$ cat src/rtl/gb_lcd_pkg.sv
// gb_lcd_pkg
//   Mode codes and timing defaults shared by the dot sequencer and the LCD
//   output stage, plus the per-dot mode decode used by the sequencer.
//   Mode codes: 0 h-blank, 1 v-blank, 2 OAM scan, 3 pixel transfer.
package gb_lcd_pkg;

  localparam logic [1:0] MODE_HBLANK = 2'd0;
  localparam logic [1:0] MODE_VBLANK = 2'd1;
  localparam logic [1:0] MODE_OAM    = 2'd2;
  localparam logic [1:0] MODE_XFER   = 2'd3;

  localparam int LCD_DOTS_PER_LINE = 456;
  localparam int LCD_LINES         = 154;
  localparam int LCD_VIS_LINES     = 144;
  localparam int LCD_OAM_DOTS      = 80;
  localparam int LCD_XFER_MIN      = 172;
  localparam int LCD_H_PIX         = 160;

  // Mode for one dot position. The first line after the LCD comes on reports
  // h-blank instead of OAM scan during the OAM window.
  function automatic logic [1:0] dot_mode(input logic vis,
                                          input logic first,
                                          input logic in_oam,
                                          input logic in_xfer);
    logic [1:0] m;
    if (!vis)         m = MODE_VBLANK;
    else if (in_oam)  m = first ? MODE_HBLANK : MODE_OAM;
    else if (in_xfer) m = MODE_XFER;
    else              m = MODE_HBLANK;
    return m;
  endfunction

endpackage

$ cat src/rtl/lcd_stat_irq.sv
// lcd_stat_irq
//   Builds the combined STAT interrupt line from the registered mode and LY
//   compare flag and emits a one-clock pulse on its rising edge only, so a
//   second source becoming active while the line is already high is blocked.
// Ports
//   clk_i        core clock
//   clr_i        synchronous clear (reset or LCD off)
//   mode_i       current mode code
//   lyc_match_i  registered LY==LYC
//   stat_en_i    source enables {lyc, mode2, mode1, mode0}
//   stat_irq_o   one-clock interrupt pulse
module lcd_stat_irq
  import gb_lcd_pkg::*;
(
  input  logic       clk_i,
  input  logic       clr_i,
  input  logic [1:0] mode_i,
  input  logic       lyc_match_i,
  input  logic [3:0] stat_en_i,
  output logic       stat_irq_o
);

  logic line;
  logic line_q;
  logic irq_q;

  always_comb begin
    line = ((mode_i == MODE_HBLANK) & stat_en_i[0]) |
           ((mode_i == MODE_VBLANK) & stat_en_i[1]) |
           ((mode_i == MODE_OAM)    & stat_en_i[2]) |
           (lyc_match_i             & stat_en_i[3]);
  end

  always_ff @(posedge clk_i) begin
    if (clr_i) begin
      line_q <= 1'b0;
      irq_q  <= 1'b0;
    end else begin
      line_q <= line;
      irq_q  <= line & ~line_q;
    end
  end

  assign stat_irq_o = irq_q;

endmodule

$ cat src/rtl/lcd_mode_sequencer.sv
// lcd_mode_sequencer
//   Dot-level PPU timing controller. Walks dot/line counters on each dot
//   enable, derives the mode code (2 OAM, 3 transfer, 0 h-blank, 1 v-blank),
//   strobes the line buffer once per pixel in the tail of mode 3, and raises
//   LY compare, v-blank and STAT interrupt indications.
//   Build option: define LCD_STAT_IRQ_EN to include the STAT interrupt
//   logic; without it stat_irq_o is tied low and stat_en_i is ignored.
// Ports
//   clk_i         core clock
//   reset_i       synchronous active-high reset
//   ce_i          dot enable; timing advances only when high
//   lcd_on_i      LCD enable; low holds everything at reset values
//   lyc_i         LY compare value
//   xfer_extra_i  extra mode-3 dots, sampled at the last OAM dot
//   stat_en_i     STAT source enables {lyc, mode2, mode1, mode0}
//   mode_o        current mode code
//   ly_o          current line
//   dot_o         dot within the line
//   pix_ena_o     one-clock strobe per pixel to the line buffer
//   lyc_match_o   registered ly==lyc
//   vblank_irq_o  pulse when LY enters the first v-blank line
//   stat_irq_o    pulse on STAT line rising edge
module lcd_mode_sequencer
  import gb_lcd_pkg::*;
#(
  parameter int DOTS_PER_LINE = LCD_DOTS_PER_LINE,
  parameter int LINES         = LCD_LINES,
  parameter int VIS_LINES     = LCD_VIS_LINES,
  parameter int OAM_DOTS      = LCD_OAM_DOTS,
  parameter int XFER_MIN      = LCD_XFER_MIN,
  parameter int H_PIX         = LCD_H_PIX
) (
  input  logic       clk_i,
  input  logic       reset_i,
  input  logic       ce_i,
  input  logic       lcd_on_i,
  input  logic [7:0] lyc_i,
  input  logic [6:0] xfer_extra_i,
  input  logic [3:0] stat_en_i,
  output logic [1:0] mode_o,
  output logic [7:0] ly_o,
  output logic [8:0] dot_o,
  output logic       pix_ena_o,
  output logic       lyc_match_o,
  output logic       vblank_irq_o,
  output logic       stat_irq_o
);

  localparam logic [8:0] DOT_LAST = 9'(DOTS_PER_LINE - 1);
  localparam logic [8:0] OAM_LAST = 9'(OAM_DOTS - 1);
  localparam logic [7:0] LY_LAST  = 8'(LINES - 1);
  localparam logic [7:0] VIS_LAST = 8'(VIS_LINES - 1);
  localparam logic [7:0] VIS_END  = 8'(VIS_LINES);
  localparam logic [8:0] XMIN     = 9'(XFER_MIN);
  localparam logic [9:0] OAM_W    = 10'(OAM_DOTS);
  localparam logic [9:0] HPIX_W   = 10'(H_PIX);

  logic [8:0] dot_q, dot_d;
  logic [7:0] ly_q, ly_d;
  logic [1:0] mode_q, mode_d;
  logic [8:0] xlen_q, xlen_d;
  logic       first_q, first_d;
  logic       pix_q, pix_d;
  logic       vbl_q, vbl_d;
  logic       lycm_q;

  logic       eol;
  logic [9:0] dot_w;
  logic [9:0] xfer_end;
  logic [9:0] pix_start;
  logic       vis, in_oam, in_xfer, in_pix;

  assign eol = (dot_q == DOT_LAST);

  // Position counters and first-line flag.
  always_comb begin
    dot_d   = dot_q;
    ly_d    = ly_q;
    first_d = first_q;
    if (ce_i) begin
      if (eol) begin
        dot_d   = '0;
        ly_d    = (ly_q == LY_LAST) ? '0 : ly_q + 8'd1;
        first_d = 1'b0;
      end else begin
        dot_d = dot_q + 9'd1;
      end
    end
  end

  // Transfer length is latched once on the last OAM dot so that penalty
  // changes arriving mid-transfer cannot stretch or shrink the current line.
  always_comb begin
    xlen_d = xlen_q;
    if (ce_i && dot_q == OAM_LAST)
      xlen_d = XMIN + {2'b00, xfer_extra_i};
  end

  // Window decode for the position being entered. The pixel window is the
  // tail of mode 3, so the strobe count per line is independent of xlen.
  always_comb begin
    dot_w     = {1'b0, dot_d};
    xfer_end  = OAM_W + {1'b0, xlen_d};
    pix_start = xfer_end - HPIX_W;
    vis       = (ly_d < VIS_END);
    in_oam    = (dot_w < OAM_W);
    in_xfer   = (dot_w < xfer_end);
    in_pix    = vis && !in_oam && in_xfer && (dot_w >= pix_start);
  end

  always_comb begin
    mode_d = mode_q;
    pix_d  = 1'b0;
    vbl_d  = 1'b0;
    if (ce_i) begin
      mode_d = dot_mode(vis, first_d, in_oam, in_xfer);
      pix_d  = in_pix;
      vbl_d  = eol && (ly_q == VIS_LAST);
    end
  end

  // LCD off behaves like reset and overrides the dot enable.
  always_ff @(posedge clk_i) begin
    if (reset_i || !lcd_on_i) begin
      dot_q   <= '0;
      ly_q    <= '0;
      mode_q  <= MODE_HBLANK;
      xlen_q  <= XMIN;
      first_q <= 1'b1;
      pix_q   <= 1'b0;
      vbl_q   <= 1'b0;
      lycm_q  <= 1'b0;
    end else begin
      dot_q   <= dot_d;
      ly_q    <= ly_d;
      mode_q  <= mode_d;
      xlen_q  <= xlen_d;
      first_q <= first_d;
      pix_q   <= pix_d;
      vbl_q   <= vbl_d;
      // Compared every clock against the live register, not only on ce.
      lycm_q  <= (ly_q == lyc_i);
    end
  end

  assign mode_o       = mode_q;
  assign ly_o         = ly_q;
  assign dot_o        = dot_q;
  assign pix_ena_o    = pix_q;
  assign lyc_match_o  = lycm_q;
  assign vblank_irq_o = vbl_q;

`ifdef LCD_STAT_IRQ_EN
  lcd_stat_irq u_stat (
    .clk_i       (clk_i),
    .clr_i       (reset_i | ~lcd_on_i),
    .mode_i      (mode_q),
    .lyc_match_i (lycm_q),
    .stat_en_i   (stat_en_i),
    .stat_irq_o  (stat_irq_o)
  );
`else
  logic unused_stat_en;
  assign unused_stat_en = ^stat_en_i;
  assign stat_irq_o     = 1'b0;
`endif

endmodule

$ cat config.mk
export PLATFORM = sky130hd
export DESIGN_NAME = lcd_mode_sequencer
export DESIGN_NICKNAME = d
export VERILOG_FILES = /design/src/rtl/gb_lcd_pkg.sv /design/src/rtl/lcd_stat_irq.sv /design/src/rtl/lcd_mode_sequencer.sv
export SDC_FILE = /design/constraint.sdc
export NUM_CORES = 1
export LEC_CHECK = 0
export ABC_AREA = 1
export BUFFER_PORTS_ARGS = -buffer_cell sky130_fd_sc_hd__buf_4
export CAP_MARGIN = 0
export CORE_MARGIN = 4
export CORE_UTILIZATION = 40
export DETAILED_ROUTE_END_ITERATION = 10
export GPL_ROUTABILITY_DRIVEN = 0
export HOLD_SLACK_MARGIN = 0.03
export PLACE_DENSITY = 0.67
export SLEW_MARGIN = 25
export SYNTH_ARGS = -nofsm -noshare
export SYNTH_HDL_FRONTEND = slang
export SYNTH_SLANG_ARGS = --single-unit
export TNS_END_PERCENT = 100
$ cat constraint.sdc
create_clock -name clk_i -period 10.37 [get_ports clk_i]
set_clock_uncertainty 0.2 [all_clocks]
set_input_delay 2.074 -clock clk_i [delete_from_list [all_inputs] [get_ports clk_i]]
set_output_delay 2.074 -clock clk_i [all_outputs]
set_load 0.02 [all_outputs]
==> impl_metrics.yaml, run 1 <==
layout:
  area_growth_syn_to_layout_pct: 20.5
  layout_commonest_cell: "sky130_fd_sc_hd__nand2_1"
  final_net_count: 437
  layout_common_cells: "sky130_fd_sc_hd__nand2_1 (94), sky130_fd_sc_hd__inv_1 (45), sky130_fd_sc_hd__buf_4 (40)"
  post_route_cells_drive_above_1_share_pct: 19.2
  num_antenna_cells: 0
  final_cell_count_no_fill: 468
drt:
  drt-wirelength-per-cell_um: 12.0
  routed_via_density: 4.89
  detailroute.via_count: 2290
  first_pass_iters: 4
  routed_wire_length_mm: 5.61
  iteration_0_drc_markers: 118
  drt.antenna.violating_nets: 0
  drt_drc_violations_left: 0
sta:
  slew_headroom_pct: 37.2
  fmax_mhz: 194
  fin_crit_sh_pct: 49.7
  max_slew.worst_pin.slew_ns: 0.939
  rsz0062_at_grt: "false"
  fin_ws_ns: 5.22
  finalHoldViolCount: 0
  finalSetupViolations: 0
  layout_min_cycle_time_ns: 5.15
  total_negative_setup_slack_ns: 0
  report.final.slew_viol_count: 0
clock_tree:
  hold_fix_buffer_count_after_cts: 0
  clock_sink_count: 32
  insertion_delay_ns: 0.29
  cts_tree: "yes"
  cts-buffers-inserted: 5
  ctsHtreeMaxLevel: 2
  clock-root-buffer: "sky130_fd_sc_hd__clkbuf_8"
  cts.reportedPaths.clkPinSlew_ns: 0.07
  clock_tree.buffer_depth: 2
  post_cts_resize_count: 0
  postCtsSetupBuffers: 0
grt:
  gr-usage-met1_pct: 21.6
  groute.layer.met2.usage_pct: 24.8
  grt_pass1_wl_mm: 9.40
  globalRoute.totalOverflow: 0
  largest_net_degree_at_the_start_of_global_routing: 19
  number_of_antenna_violations_at_the_first_check_in_global_routing: 0
  first_global_vias: 2088
  groute.layer.met3.usage_pct: 3.24
  grt_use_total_pct: 16.0
  busiest_layer: "met2"
floorplan:
  core.rowCount: 27
  die_width_um: 84.7
  initial_utilization_pct: 42.0
  core_area_mm2: 0.00561
  io-pin-count: 46
  die_h_um: 84.7
  design.die.area_mm2: 0.00717
worst_setup_path:
  worst-path-max-fanout: 16
  worst-endpoint-arrival_ns: 5.14
  worst-r2r-setup-slack_ns: 6.56
  timing.critical_path.from_type: "primary input"
  worst_setup_path_class: "in2reg"
  cp-end-kind: "register"
  worst_ep_required_time_ns: 10.36
yosys:
  postSynthRegisterBits: 32
  syn_avg_cell_area_um2: 6.63
  synthMuxAreaShare_pct: 0.425
  post_synth_instance_area_mm2: 0.00235
  synthXorXnorAreaFrac_pct: 3.72
  synthesis.yosys.warnings: 0
  synthSimpleGateAreaFrac_pct: 39.1
  synth_fp_nets: 397
  dominant_combinational_cell_family_by_area_after_synthesis: "simple AND/OR/NAND/NOR gates"
  syn_inst: 355
  netlist-cell-type-count: 37
  synth.yosys.seq_area_share_pct: 27.2
  synth-compound-area-share_pct: 10.0
  post_synth_fa_ha_maj_area_fraction_pct: 10.1
placement:
  port-buffer-count: 40
  detailedPlace.worstSlack_ns: 4.92
  dp_cells: 460
  place.detailed.hpwl_mm: 4.43
min_path:
  min-delay-path-class: "reg2reg"
outcome:
  run_status: "finished, final reports clean"
flow_run:
  drv_cap: 0
power_and_ir_drop:
  max-vdd-ir-drop_v: 0.0000427
  pwr_density_cell_mw_per_mm2: 96.7
  p_leak_nw: 1.42
[cell usage after synthesis]
cell type | n | area, um^2
sky130_fd_sc_hd__a21o_1 | 2 | 15.0
sky130_fd_sc_hd__o21ai_2 | 2 | 17.5
sky130_fd_sc_hd__nor2_8 | 1 | 20.0
sky130_fd_sc_hd__xor2_1 | 6 | 52.6
sky130_fd_sc_hd__a21oi_1 | 16 | 80.1
sky130_fd_sc_hd__inv_4 | 1 | 6.26
sky130_fd_sc_hd__o22ai_1 | 1 | 6.26
sky130_fd_sc_hd__a211oi_1 | 1 | 7.51
sky130_fd_sc_hd__nor2_4 | 2 | 22.5
sky130_fd_sc_hd__ha_1 | 19 | 238
sky130_fd_sc_hd__nand4_1 | 11 | 68.8
sky130_fd_sc_hd__nand2_2 | 10 | 62.6
sky130_fd_sc_hd__inv_1 | 45 | 169
sky130_fd_sc_hd__nor2_2 | 1 | 6.26
sky130_fd_sc_hd__inv_2 | 1 | 3.75
sky130_fd_sc_hd__o21ai_0 | 12 | 60.1
sky130_fd_sc_hd__nor2_1 | 36 | 135
sky130_fd_sc_hd__a21oi_2 | 2 | 17.5
sky130_fd_sc_hd__clkinv_1 | 1 | 3.75
sky130_fd_sc_hd__nand3_2 | 4 | 40.0
sky130_fd_sc_hd__o21ai_4 | 1 | 16.3
sky130_fd_sc_hd__nor3_1 | 9 | 45.0
sky130_fd_sc_hd__nand2_1 | 94 | 353
sky130_fd_sc_hd__mux2i_1 | 1 | 10.0
sky130_fd_sc_hd__a221oi_1 | 1 | 8.76
sky130_fd_sc_hd__clkbuf_1 | 3 | 11.3
sky130_fd_sc_hd__or2_2 | 1 | 6.26
sky130_fd_sc_hd__nand2_4 | 2 | 22.5
sky130_fd_sc_hd__xnor2_1 | 4 | 35.0
sky130_fd_sc_hd__buf_4 | 1 | 7.51
sky130_fd_sc_hd__buf_2 | 3 | 15.0
sky130_fd_sc_hd__nand3_1 | 24 | 120
sky130_fd_sc_hd__dfxtp_1 | 32 | 641
sky130_fd_sc_hd__conb_1 | 1 | 3.75
sky130_fd_sc_hd__and2_1 | 1 | 6.26
sky130_fd_sc_hd__o211ai_1 | 1 | 7.51
sky130_fd_sc_hd__nor4_1 | 2 | 12.5
[flip-flops by register name (all words and copies together), names as in the netlist]
name / flops
ly_o: 8
pix_ena_o: 1
first_q: 1
mode_o: 2
vblank_irq_o: 1
xlen_q: 9
dot_o: 9
lyc_match_o: 1
[final cells by class]
cell class                      count  area [um^2]
Clock buffer                        7         96.3
Clock inverter                      1         30.0
Fill cell                         572         2770
Inverter                           48          183
Multi-Input combinational cell    268         1500
Sequential cell                    32          641
Tap cell                           72         90.1
Timing Repair Buffer               40          300
[worst max-delay path: stages]
cell	delay [ns]
sky130_fd_sc_hd__buf_4	0.19
sky130_fd_sc_hd__inv_1	0.22
sky130_fd_sc_hd__nor2_1	0.17
sky130_fd_sc_hd__nand3_2	0.13
sky130_fd_sc_hd__nor2_8	0.21
sky130_fd_sc_hd__nand2_2	0.09
sky130_fd_sc_hd__nand2_2	0.08
sky130_fd_sc_hd__ha_1	0.14
sky130_fd_sc_hd__inv_1	0.07
sky130_fd_sc_hd__xor2_1	0.29
sky130_fd_sc_hd__ha_1	0.22
sky130_fd_sc_hd__inv_1	0.05
sky130_fd_sc_hd__nand3_2	0.08
sky130_fd_sc_hd__nand2_1	0.06
sky130_fd_sc_hd__ha_1	0.28
sky130_fd_sc_hd__nand2_1	0.07
sky130_fd_sc_hd__inv_1	0.05
sky130_fd_sc_hd__nand3_1	0.06
sky130_fd_sc_hd__nor2_1	0.04
sky130_fd_sc_hd__a211oi_1	0.16
sky130_fd_sc_hd__nand2_1	0.07
sky130_fd_sc_hd__a21oi_1	0.14
sky130_fd_sc_hd__nor2_1	0.06
sky130_fd_sc_hd__nand4_1	0.06
sky130_fd_sc_hd__nor2_1	0.05
[through the flow]
stage | hold slack, ns | utilization (%) | total power, W | instance area, um^2
3_3_place_gp | 0.231 | 48.3 | 0.000145 | 2710
5_1_grt | 0.295 | 50.6 | 0.000285 | 2840
6_report | 0.255 | 50.6 | 0.000274 | 2840
2_1_floorplan | 0.214 | - | 0.000137 | 2350
4_1_cts | 0.254 | 50.6 | 0.000277 | 2840
3_5_place_dp | 0.235 | 48.3 | 0.000145 | 2710
[path summary, 6_finish.rpt]
kind,start,end,cells after the start
max,ce_i,pix_ena_o$_SDFF_PP0_,25
max reg2reg,dot_o[0]$_SDFF_PP0_,pix_ena_o$_SDFF_PP0_,24
min reg2reg,first_q$_SDFF_PP1_,first_q$_SDFF_PP1_,2
min,first_q$_SDFF_PP1_,first_q$_SDFF_PP1_,2
[kinds of logic (layout without fill, tap and decap cells)]
group | count (synthesis) | count (layout)
flops | 32 | 32
compound gates | 39 | 39
fa+ha+maj | 19 | 19
buf+inv | 55 | 96
xor+xnor | 10 | 10
mux | 1 | 1
other cells | 1 | 1
simple gates | 198 | 198
[per-layer routing]
metal / wire length (um) / vias to the layer above
li1: - / 1223
met1: 2740 / 1002
met2: 2440 / 57
met3: 326 / 8
met4: 104 / 0
met5: 0 / -
[power by group]
group          leakage [nW]  switching [W]  internal (W)
Sequential            0.258    0.000000433      0.000123
Clock                0.0645      0.0000476     0.0000848
Combinational          1.10      0.0000105    0.00000787
(Power assumes the default switching activity.)
==> run 2, diff against run 1 <==
--- a/config.mk
+++ b/config.mk
@@ -13,7 +13,7 @@
 export DETAILED_ROUTE_END_ITERATION = 10
 export GPL_ROUTABILITY_DRIVEN = 0
 export HOLD_SLACK_MARGIN = 0.03
-export PLACE_DENSITY = 0.67
+export PLACE_DENSITY = 0.69
 export SLEW_MARGIN = 25
 export SYNTH_ARGS = -nofsm -noshare
 export SYNTH_HDL_FRONTEND = slang
==> constraint.sdc (replaced) <==
create_clock -name clk_i -period 4.7 [get_ports clk_i]
set_clock_uncertainty 0.2 [all_clocks]
set_input_delay 0.94 -clock clk_i [delete_from_list [all_inputs] [get_ports clk_i]]
set_output_delay 0.94 -clock clk_i [all_outputs]
set_load 0.02 [all_outputs]
==> run 2 against run 1 <==
Final cell count rose by 0.43%. Sequential power grew 120%. Sequential share of layout area up 0.19 points. Utilization shrank 0.42 points. Critical endpoint unchanged. Largest power group is now sequential cells.
==> impl_metrics.yaml, run 2 (same netlist as run 1, synthesis figures left out) <==
outcome:
  run_status: "finished, final reports clean"
power_and_ir_drop:
  intPower_w: 0.000393
  p_comb_share_pct: 7.9
  pwr_density_cell_mw_per_mm2: 187
  p_clk_share_pct: 40.3
  p_leak_nw: 1.42
  max-vdd-ir-drop_v: 0.0000921
  power.switching_w: 0.000133
  seq_power_share_pct: 51.8
  power.share.switching_pct: 25.3
worst_setup_path:
  worst_setup_path_class: "in2reg"
  cp-end-kind: "register"
  cp_slowest_stage_delay_ns: 0.29
  cp_cell_sequence: "buf_4, nand2_1, nor2_1, nand2_1, nand2_1, nand2_1, ha_1, inv_1, xor2_1, ha_1, inv_1, nand3_2, nand2_1, ha_1, nand2_1, inv_1, nand3_1, nor2_1, a211oi_1, nand2_1, a21oi_1, nor2_1, nand4_1, nor2_1"
  timing.critical_path.mode_cell: "sky130_fd_sc_hd__nand2_1"
  worst_ep_required_time_ns: 4.69
  critical_path.slowest_cell: "sky130_fd_sc_hd__xor2_1"
  timing.critical_path.from_type: "primary input"
  worst-endpoint-arrival_ns: 3.85
  worst-path-max-fanout: 16
grt:
  first_global_vias: 2130
  number_of_antenna_violations_at_the_first_check_in_global_routing: 0
  grt_use_total_pct: 16.5
  globalRoute.totalOverflow: 0
  grt_pass1_wl_mm: 9.72
  largest_net_degree_at_the_start_of_global_routing: 19
layout:
  layout_commonest_cell: "sky130_fd_sc_hd__nand2_1"
  layout_common_cells: "sky130_fd_sc_hd__nand2_1 (94), sky130_fd_sc_hd__inv_1 (45), sky130_fd_sc_hd__buf_4 (42)"
  area_growth_syn_to_layout_pct: 19.5
  final_net_count: 439
  num_antenna_cells: 0
  post_route_cells_drive_above_1_share_pct: 19.6
sta:
  slew_headroom_pct: 61.5
  fmax_mhz: 259
  finalHoldViolCount: 0
  report.final.slew_viol_count: 0
  layout_min_cycle_time_ns: 3.86
  finalSetupViolations: 0
  total_negative_setup_slack_ns: 0
  whs_ns: 0.252
  rsz0062_at_grt: "false"
  fin_crit_sh_pct: 82.1
  max_slew.worst_pin.slew_ns: 0.575
drt:
  drt-wirelength-per-cell_um: 12.1
  first_pass_iters: 4
  detailroute.via_count: 2303
  routed_wire_length_mm: 5.67
  iteration_0_drc_markers: 108
  drt.antenna.violating_nets: 0
  routed_via_density: 4.90
  drt_drc_violations_left: 0
clock_tree:
  hold_fix_buffer_count_after_cts: 0
  cts-buffers-inserted: 5
  ctsHtreeMaxLevel: 2
  insertion_delay_ns: 0.29
  clock-root-buffer: "sky130_fd_sc_hd__clkbuf_8"
  postCtsSetupBuffers: 0
  cts_tree: "yes"
  cts.reportedPaths.clkPinSlew_ns: 0.08
  clock_sink_count: 32
  post_cts_resize_count: 0
  clock_tree.buffer_depth: 2
floorplan:
  initial_utilization_pct: 42.0
  die_width_um: 84.7
  die_h_um: 84.7
  core.rowCount: 27
  core_area_mm2: 0.00561
  design.die.area_mm2: 0.00717
  io-pin-count: 46
placement:
  place.detailed.hpwl_mm: 4.49
  port-buffer-count: 40
flow_run:
  drv_cap: 0
min_path:
  min-delay-path-class: "reg2reg"
## run 2: cell types whose count changed in the layout (fill, tap and decap cells not counted), sizes merged
cell and change:
bufinv -1, clkbuf -2, clkinv +3, buf +2
## run 2: through the flow
step           cells  area [um^2]  utilization, %  worst slack (ns)  total power (W)
3_3_place_gp     462         2730            48.6             0.623         0.000320
2_1_floorplan    355         2350               -             0.933         0.000302
6_report         470         2810            50.2             0.843         0.000527
5_1_grt          470         2810            50.2             0.578         0.000553
4_1_cts          470         2810            50.2             0.847         0.000530
3_5_place_dp     462         2730            48.6             0.551         0.000321
## run 2: layer usage
| metal | GRT usage [%] | up-vias | part of all wire (%) |
|---|---|---|---|
| met2 | 25.1 | 52 | 44 |
| li1 | - | 1231 | - |
| met1 | 22.7 | 1013 | 49 |
| met4 | 5.47 | 0 | 1.6 |
| met5 | 0 | - | 0 |
| met3 | 4.02 | 7 | 5.6 |
## run 2: power by group through the flow
stage	combinational (W)	clock, W	sequential (W)
6_report	0.0000417	0.000212	0.000273
5_1_grt	0.0000463	0.000234	0.000273
4_1_cts	0.0000421	0.000215	0.000273
3_5_place_dp	0.0000419	0	0.000279
3_3_place_gp	0.0000413	0	0.000279
2_1_floorplan	0.0000219	0	0.000280
## run 2: worst max-delay path: cells and delay by family
| kind | cells | cell delay (ns) |
|---|---|---|
| adder cells (fa/ha/maj) | 3 | 0.72 |
| buffers and inverters | 4 | 0.38 |
| AO/OA/AOI/OAI | 2 | 0.30 |
| XOR/XNOR | 1 | 0.29 |
| AND/OR/NAND/NOR | 14 | 1.19 |
## run 2: path summary, 6_finish.rpt
path / slack [ns] / depth (start not counted) / from / end
min reg2reg: 0.25 / 2 / first_q$_SDFF_PP1_ / first_q$_SDFF_PP1_
min: 0.25 / 2 / first_q$_SDFF_PP1_ / first_q$_SDFF_PP1_
max reg2reg: 0.85 / 24 / dot_o[0]$_SDFF_PP0_ / pix_ena_o$_SDFF_PP0_
max: 0.84 / 24 / ce_i / pix_ena_o$_SDFF_PP0_
## run 2: final cells by class
cell class | instances | area [um^2]
fill | 598 | 2800
multi-input combinational | 268 | 1500
sequential | 32 | 641
timing repair buffer | 42 | 315
inverter | 48 | 183
tap | 72 | 90.1
clock buffer | 5 | 68.8
clock inverter | 3 | 18.8
==> run 3, diff against run 2 <==
--- a/config.mk
+++ b/config.mk
@@ -5,7 +5,7 @@
 export SDC_FILE = /design/constraint.sdc
 export NUM_CORES = 1
 export LEC_CHECK = 0
-export ABC_AREA = 1
+export ABC_AREA = 0
 export BUFFER_PORTS_ARGS = -buffer_cell sky130_fd_sc_hd__buf_4
 export CAP_MARGIN = 0
 export CORE_MARGIN = 4
@@ -13,7 +13,7 @@
 export DETAILED_ROUTE_END_ITERATION = 10
 export GPL_ROUTABILITY_DRIVEN = 0
 export HOLD_SLACK_MARGIN = 0.03
-export PLACE_DENSITY = 0.69
+export PLACE_DENSITY = 0.7
 export SLEW_MARGIN = 25
 export SYNTH_ARGS = -nofsm -noshare
 export SYNTH_HDL_FRONTEND = slang
==> constraint.sdc (replaced) <==
create_clock -name clk_i -period 3.3 [get_ports clk_i]
set_clock_uncertainty 0.2 [all_clocks]
set_input_delay 0.66 -clock clk_i [delete_from_list [all_inputs] [get_ports clk_i]]
set_output_delay 0.66 -clock clk_i [all_outputs]
set_load 0.02 [all_outputs]
==> run 3 against run 2 <==
Clock power up 58%. Sequential cell count unchanged. Combinational power up 66%. Non-clock buffer count up 46. Utilization up 11 points. Register-to-register slack worse by 0.83 ns. Worst hold slack better by 0.0015 ns. Count of clock-buffer cells in the layout up 2. Synthesized cell count down 28%. Routed wire length up 0.78%. Final cell count down 13%. Sequential power up 42%.
==> impl_metrics.yaml, run 3 <==
yosys:
  syn_inst: 255
  synth_fp_nets: 297
  synth.yosys.seq_area_share_pct: 28.9
  synth.largest_area_cell: "sky130_fd_sc_hd__dfxtp_1"
  post_synth_instance_area_mm2: 0.00222
  yosysMostFrequentCell: "sky130_fd_sc_hd__dfxtp_1"
  synthSimpleGateAreaFrac_pct: 25.1
  syn_avg_cell_area_um2: 8.69
  ffs_w_async_s_r_synth_pct: 0
  post_synth_fa_ha_maj_area_fraction_pct: 10.7
  dominant_combinational_cell_family_by_area_after_synthesis: "simple AND/OR/NAND/NOR gates"
  synthMuxAreaShare_pct: 3.05
  synth_flop_cell: "sky130_fd_sc_hd__dfxtp_1"
  postSynthRegisterBits: 32
  synth_enable_flop_cells: 0
  post-synth-top-area-fraction_pct: 28.9
  netlist-cell-type-count: 56
  synthXorXnorAreaFrac_pct: 9.82
  synth-compound-area-share_pct: 17.8
  synth.top_cells.by_area: "sky130_fd_sc_hd__dfxtp_1 (29%), sky130_fd_sc_hd__ha_1 (11%), sky130_fd_sc_hd__xnor2_1 (5.9%)"
  cell_types_with_the_highest_counts_after_synthesis: "sky130_fd_sc_hd__dfxtp_1 (32), sky130_fd_sc_hd__nand2_1 (22), sky130_fd_sc_hd__nor2_1 (21)"
  synthesis.yosys.warnings: 0
grt:
  grt_pass1_wl_mm: 9.53
  first_global_vias: 2063
  largest_net_degree_at_the_start_of_global_routing: 18
  number_of_antenna_violations_at_the_first_check_in_global_routing: 0
  globalRoute.totalOverflow: 0
  grt_use_total_pct: 18.2
floorplan:
  core_area_mm2: 0.00524
  initial_utilization_pct: 42.3
  core.rowCount: 26
  io-pin-count: 46
  design.die.area_mm2: 0.00680
  die_h_um: 82.5
  die_width_um: 82.5
drt:
  routed_wire_length_mm: 5.71
  detailroute.via_count: 2108
  drt.antenna.violating_nets: 0
  routed_via_density: 5.13
  drt-wirelength-per-cell_um: 13.9
  first_pass_iters: 4
  iteration_0_drc_markers: 81
  drt_drc_violations_left: 0
worst_setup_path:
  cp-end-kind: "register"
  worst-endpoint-arrival_ns: 3.25
  reg2reg_depth: 14
  timing.critical_path.from_type: "register"
  worst-path-max-fanout: 5
  worst_setup_path_class: "reg2reg"
  worst_ep_required_time_ns: 3.28
clock_tree:
  clock_sink_count: 32
  clock-root-buffer: "sky130_fd_sc_hd__clkbuf_8"
  cts-buffers-inserted: 5
  ctsHtreeMaxLevel: 2
  insertion_delay_ns: 0.29
  cts.reportedPaths.clkPinSlew_ns: 0.07
  hold_fix_buffer_count_after_cts: 0
  cts_tree: "yes"
  clock_tree.buffer_depth: 2
layout:
  area_growth_syn_to_layout_pct: 44.9
  num_antenna_cells: 0
  finish.utilization_pct: 61.3
  layout_common_cells: "sky130_fd_sc_hd__buf_4 (86), sky130_fd_sc_hd__dfxtp_1 (30), sky130_fd_sc_hd__nand2_1 (21), sky130_fd_sc_hd__nor2_1 (21), sky130_fd_sc_hd__xnor2_1 (14)"
  post_route_cells_drive_above_1_share_pct: 40.5
  final_net_count: 383
  post-route-cell-area_mm2: 0.00321
  layout_commonest_cell: "sky130_fd_sc_hd__buf_4"
power_and_ir_drop:
  max-vdd-ir-drop_v: 0.000204
  pwr_density_cell_mw_per_mm2: 246
  p_leak_nw: 1.42
min_path:
  min-delay-path-class: "reg2reg"
  hold-path-cell-count: 2
placement:
  placed_cell_area_mm2: 0.00293
  port-buffer-count: 40
  place.detailed.hpwl_mm: 4.30
sta:
  total_negative_setup_slack_ns: 0
  finalHoldViolCount: 0
  slew_headroom_pct: 60.7
  max_slew.worst_pin.slew_ns: 0.584
  fmax_mhz: 305
  finalSetupViolations: 0
  rsz0062_at_grt: "true"
  whs_ns: 0.253
  fin_crit_sh_pct: 99.3
  layout_min_cycle_time_ns: 3.28
  report.final.slew_viol_count: 0
outcome:
  run_status: "finished, final reports clean"
flow_run:
  drv_cap: 0
## run 3: cell types whose count changed in the layout (fill, tap and decap cells not counted), sizes merged, moves of 7 or more
| cell | delta |
|---|---|
| and2 | +7 |
| xnor2 | +12 |
| buf | +45 |
| nor2 | -19 |
| nand2 | -83 |
| inv | -37 |
| nand3 | -17 |
## run 3: cells by family (layout without fill, tap and decap cells)
logic type,count (synthesis),count (layout)
fa+ha+maj,19,19
buf+inv,19,105
mux,5,5
simple gates,100,100
compound gates,55,55
flops,32,32
other cells,1,1
xor+xnor,24,24
## run 3: what timing repair did
action,in CTS,in global routing
gates cloned,1,0
setup buffers,4,1
setup endpoints to repair,1,3
pin swaps,14,3
gates resized for setup,14,11
## run 3: path summary, 6_finish.rpt
path | startpoint | slack, ns | endpoint
max reg2reg | dot_o[1]$_SDFF_PP0_ | 0.02 | pix_ena_o$_SDFF_PP0_
max | dot_o[1]$_SDFF_PP0_ | 0.02 | pix_ena_o$_SDFF_PP0_
min reg2reg | xlen_q[2]$_SDFF_PP1_ | 0.25 | xlen_q[2]$_SDFF_PP1_
min | xlen_q[2]$_SDFF_PP1_ | 0.25 | xlen_q[2]$_SDFF_PP1_
## run 3: cell type report
type	count	area (um^2)
Multi-Input combinational cell	204	1650
Inverter	10	37.5
Sequential cell	32	643
Tap cell	70	87.6
Fill cell	459	2030
Timing Repair Buffer	88	693
Clock buffer	7	96.3
## run 3: worst max-delay path, cell delays in order (launching register included)
cell	delay (ns)
sky130_fd_sc_hd__dfxtp_2	0.35
sky130_fd_sc_hd__ha_4	0.14
sky130_fd_sc_hd__nand3_2	0.07
sky130_fd_sc_hd__or3_4	0.41
sky130_fd_sc_hd__buf_8	0.15
sky130_fd_sc_hd__o31ai_4	0.26
sky130_fd_sc_hd__ha_4	0.23
sky130_fd_sc_hd__xor2_4	0.23
sky130_fd_sc_hd__ha_4	0.18
sky130_fd_sc_hd__xnor2_2	0.06
sky130_fd_sc_hd__ha_1	0.29
sky130_fd_sc_hd__o21a_1	0.11
sky130_fd_sc_hd__o21a_1	0.19
sky130_fd_sc_hd__o211ai_1	0.23
sky130_fd_sc_hd__nor4_2	0.08
## run 3: metal layers
metal | up-vias | part of all wire, % | wire length, um | GRT usage (%)
met3 | 10 | 4.3 | 244 | 3.04
met1 | 975 | 46 | 2610 | 24.7
li1 | 1078 | - | - | -
met4 | 0 | 1.8 | 103 | 6.81
met5 | - | 0 | 0 | 0
met2 | 45 | 48 | 2750 | 28.9
## run 3: stage by stage
step           power [W]  instances  setup WS (ns)
2_1_floorplan   0.000432        255         -0.200
3_3_place_gp    0.000464        398         -0.252
6_report        0.000791        411         0.0245
5_1_grt         0.000832        411         -0.179
4_1_cts         0.000796        410        0.00106
3_5_place_dp    0.000465        398         -0.325
## run 3: power by group
group          switching, W  internal, W
Combinational     0.0000350    0.0000342
Sequential      0.000000970     0.000387
Clock              0.000148     0.000186
Total              0.000184     0.000607
